`src/rtl/dff_pkg.sv`:
```
// Shared constants and helpers for the dff_pipe register pipeline.
package dff_pkg;

  localparam int DEFAULT_WIDTH = 8;
  localparam int DEFAULT_DEPTH = 4;

  // Occupancy counter width: enough bits to hold 0..depth inclusive.
  function automatic int cnt_w(input int depth);
    return $clog2(depth + 1);
  endfunction

endpackage

```
`src/rtl/dff_stage.sv`:
```
// One pipeline stage: a WIDTH-bit data register with its valid bit.
module dff_stage
  import dff_pkg::*;
#(
  parameter int               WIDTH   = DEFAULT_WIDTH,
  parameter logic [WIDTH-1:0] RST_VAL = '0
) (
  input  logic             clk,
  input  logic             reset,
  input  logic             clr,
  input  logic             en,
  input  logic [WIDTH-1:0] d,
  input  logic             vld_in,
  output logic [WIDTH-1:0] q,
  output logic             vld_out
);

  // Flush has the same effect as reset; otherwise the stage only moves when enabled.
  always_ff @(posedge clk) begin
    if (reset || clr) begin
      q       <= RST_VAL;
      vld_out <= 1'b0;
    end else if (en) begin
      q       <= d;
      vld_out <= vld_in;
    end
  end

endmodule

```
`src/rtl/dff_pipe.sv`:
```
// WIDTH-bit, DEPTH-stage register pipeline with stall, flush, per-stage valid,
// occupancy counter and full/empty flags.
module dff_pipe
  import dff_pkg::*;
#(
  parameter int               WIDTH        = DEFAULT_WIDTH,
  parameter int               DEPTH        = DEFAULT_DEPTH,
  parameter logic [WIDTH-1:0] RST_VAL      = '0,
  parameter bit               GATE_INVALID = 1'b1
) (
  input  logic                      clk,
  input  logic                      reset,
  input  logic                      en,
  input  logic                      clr,
  input  logic                      in_valid,
  input  logic [WIDTH-1:0]          d,
  output logic [WIDTH-1:0]          q,
  output logic                      out_valid,
  output logic [cnt_w(DEPTH)-1:0]   fill_cnt,
  output logic                      full,
  output logic                      empty
);

  localparam int            CW        = cnt_w(DEPTH);
  localparam logic [CW-1:0] DEPTH_CNT = CW'(DEPTH);

  if (WIDTH < 1) begin : g_bad_width
    $error("dff_pipe: WIDTH must be >= 1");
  end
  if (DEPTH < 1) begin : g_bad_depth
    $error("dff_pipe: DEPTH must be >= 1");
  end

  // chain index i feeds stage i; index DEPTH is the last stage's output.
  logic [WIDTH-1:0] chain_d [DEPTH+1];
  logic [DEPTH:0]   chain_v;

  assign chain_d[0] = (GATE_INVALID && !in_valid) ? RST_VAL : d;
  assign chain_v[0] = in_valid;

  for (genvar i = 0; i < DEPTH; i++) begin : g_stage
    dff_stage #(
      .WIDTH   (WIDTH),
      .RST_VAL (RST_VAL)
    ) u_stage (
      .clk     (clk),
      .reset   (reset),
      .clr     (clr),
      .en      (en),
      .d       (chain_d[i]),
      .vld_in  (chain_v[i]),
      .q       (chain_d[i+1]),
      .vld_out (chain_v[i+1])
    );
  end

  assign q         = chain_d[DEPTH];
  assign out_valid = chain_v[DEPTH];

  // One beat in and one out leaves occupancy unchanged, so the count never wraps.
  always_ff @(posedge clk) begin
    if (reset || clr) begin
      fill_cnt <= '0;
    end else if (en) begin
      if (in_valid && !out_valid) begin
        fill_cnt <= fill_cnt + CW'(1);
      end else if (!in_valid && out_valid) begin
        fill_cnt <= fill_cnt - CW'(1);
      end
    end
  end

  assign full  = (fill_cnt == DEPTH_CNT);
  assign empty = (fill_cnt == '0);

endmodule

```
`config.mk`:
```
export PLATFORM = sky130hd
export DESIGN_NAME = dff_pipe
export DESIGN_NICKNAME = d
export VERILOG_FILES = /design/src/rtl/dff_pkg.sv /design/src/rtl/dff_stage.sv /design/src/rtl/dff_pipe.sv
export SDC_FILE = /design/constraint.sdc
export NUM_CORES = 1
export LEC_CHECK = 0
export BUFFER_PORTS_ARGS = -buffer_cell sky130_fd_sc_hd__buf_2
export CORE_MARGIN = 8
export CORE_UTILIZATION = 54
export CTS_CLUSTER_DIAMETER = 100
export DETAILED_ROUTE_END_ITERATION = 10
export PLACE_DENSITY_LB_ADDON = 0.12
export SLEW_MARGIN = 25
export SYNTH_ARGS = -nofsm -noshare
export SYNTH_HDL_FRONTEND = slang
export SYNTH_SLANG_ARGS = --single-unit
```
`constraint.sdc`:
```
create_clock -name clk -period 2 [get_ports clk]
set_input_delay 0.4 -clock clk [delete_from_list [all_inputs] [get_ports clk]]
set_output_delay 0.4 -clock clk [all_outputs]
set_load 0.05 [all_outputs]
```
==> metrics.csv <==
metric,value,unit
outcome,completed,
startpoint_type,register,
fin_tns_setup,0,ns
r2r_start,g_stage[3].u_stage.vld_out,
io_buffer_count,26,
htreeDepth,2,
finalCritPeriodShare,82.5,%
ys_warn_count,0,
vias,966,
synthTopCellsByArea,"dfxtp_1 (51%), mux2i_1 (18%), nor2_1 (9.8%)",
cts-resized-gates,0,
fmax,606,MHz
root_buffer,clkbuf_4,
die_h,69.3,µm
initial_core_util,56.2,%
ys_seq_area_share,50.9,%
cts_buffers,5,
ir_drop,0.937,mV
hp-start,d[1],
internal_power,0.00121,W
nets,180,
arrival,1.25,ns
crit_type,register to output port,
antenna_found_initial,0,
r2r_end,fill_cnt[2],
grt_pass1_wl,4200,µm
maxSlewHeadroom,72.4,%
clockPowerShare,41.8,%
dp_hpwl,1660,µm
rr_worst_depth,7,
insertion_delay,0.34,ns
holdPathStages,3,
netlist_instances,147,
totalWireLength,2440,µm
clk_pin_slew_worst_paths,0.12,ns
slew_violations,0,
place_congestion,0.688,
placementRows,19,
io_pins,27,
drt_iter0_markers,57,
cts.sinks,39,
synth.largest_area_cell,dfxtp_1,
ant_nets,0,
cp-end-kind,output port,
cp_top_family,flip-flops,
placed_area,0.00159,mm²
syn_area,0.00154,mm²
power_density,905,mW/mm²
yosys.area.top_type_share,50.9,%
ff2ff_setup_slack,0.39,ns
whs,0.286,ns
grt_usage,10.5,%
grt_max_degree,41,
rsz0062_at_grt,false,
synth_seq_cells,39,
cp_slowest_stage_delay,0.39,ns
hold_path_end,g_stage[0].u_stage.q[1],
hold_buffers,0,
synth.distinct_cells,20,
grt_pass1_vias,978,
dp.cells,189,
fin_crit,1.65,ns
syn-mean-instance-area,10.4,µm²
layout.cells.non_filler,197,
grt_overflow,0,
avgViaCountPerCell,4.90,
swShare,20.9,%
finalInstanceArea,0.00169,mm²
setup_violations,0,
crit_buf_inv,2,
wire_per_inst,12.4,µm
synth_nets,162,
antenna_cells,0,
drtPass1Iterations,4,
cp_slowest_cell,dfxtp_1,
drive_above_1_share,24.1,%
path_cells,inv_1 > nor3_2 > buf_2,
clk_path_buf_depth,2,
hp-class,input port to register,
fin_skew,0.00837,ns
coreArea,0.00273,mm²
power,0.00153,W
p_sw,0.000320,W
crit_path_max_fanout,4,
die_area,0.00481,mm²
tightest_slew,0.414,ns
p_leak,0.754,nW
max_cap_violations,0,
p_seq_share,51.5,%
cp.required,1.60,ns
die_x,69.3,µm
syn2layout_area_growth,10.4,%
p_comb_share,6.7,%
drc_errors,0,
postCtsSetupBuffers,0,
cts_tree,built,
hold_viol_final,0,
synthesized netlist by cell type:
cell type	number
a21oi_1	1
dfxtp_1	39
buf_6	4
buf_2	2
mux2_1	1
xnor2_1	2
a22oi_1	8
or2_4	1
ha_1	1
mux2i_1	28
fa_1	1
inv_1	3
buf_8	2
nand2_1	1
buf_4	8
and2_1	1
nor3_1	2
nor2_1	40
inv_2	1
and2b_2	1
placed cells by master, fill, tap and decap left out:
cell type | netlist | routed
nor3_2 | 0 | 2
inv_1 | 3 | 3
and2b_2 | 1 | 1
a22oi_1 | 8 | 8
clkinvlp_4 | 0 | 1
mux2_1 | 1 | 1
buf_12 | 0 | 1
fa_1 | 1 | 1
bufinv_16 | 0 | 2
xnor2_1 | 2 | 2
dfxtp_1 | 39 | 39
buf_2 | 2 | 26
inv_2 | 1 | 1
clkbuf_4 | 0 | 5
nor2_1 | 40 | 40
and2_1 | 1 | 1
or2_4 | 1 | 1
a21oi_1 | 1 | 1
mux2i_1 | 28 | 28
ha_1 | 1 | 1
nand2_1 | 1 | 1
power by group through the flow:
stage,clock network [W],logic (W),registers (W)
after floorplan,0,0.0000822,0.000812
after global placement,0,0.000103,0.000806
after detailed placement,0,0.000104,0.000807
after CTS,0.000663,0.000105,0.000789
after global routing,0.000694,0.000112,0.000791
final,0.000640,0.000103,0.000789
per-stage QoR:
stage                     utilization [%]  setup slack (ns)
after floorplan                         -             0.113
after detailed placement             58.1             0.260
after global placement               58.1             0.293
after global routing                 62.0             0.286
after CTS                            62.0             0.326
final                                62.0             0.350
cell families after synthesis:
family	synth area share, %
and+or+nand+nor	12.2
DFF	50.9
AOI/OAI and AO/OA	4.24
adders and majority gates	2.12
xor gates and xnor gates	1.14
buffers and inverters	10.4
muxes	19.0
sequential cells by signal (all words and copies together) (netlist names):
register                 flops
g_stage.u_stage.q           32
g_stage.u_stage.vld_out      4
fill_cnt                     3
routing by layer:
layer	vias up	routed length (µm)	GRT usage [%]
li1	509	-	-
met1	431	1170	11.8
met2	22	1100	16.0
met3	4	135	5.58
met4	0	25	4.78
met5	-	0	0
cell type report:
class	instances	area [µm²]
fill	251	1040
sequential	39	781
multi-input combinational	88	604
timing repair buffer	27	150
clock inverter	3	67.6
tap	31	38.8
clock buffer	5	37.5
inverter	4	15.0
tightest hold or removal path: cells and delay by family:
kind                   cells  cell delay [ns]
AO/OA/AOI/OAI              1             0.05
buffers and inverters      1             0.08
AND/OR/NAND/NOR            1             0.07
how the worst max path moves through the flow:
stage	start	to	slack [ns]	depth (start not counted)
2_1_floorplan	fill_cnt[2]	full	0.11	2
3_3_place_gp	in_valid	fill_cnt[2]	0.29	7
3_5_place_dp	in_valid	fill_cnt[2]	0.26	7
4_1_cts	fill_cnt[2]	full	0.33	3
5_1_grt	fill_cnt[2]	full	0.29	3
6_report	fill_cnt[2]	full	0.35	3
Power figures use the tool's default switching activity.
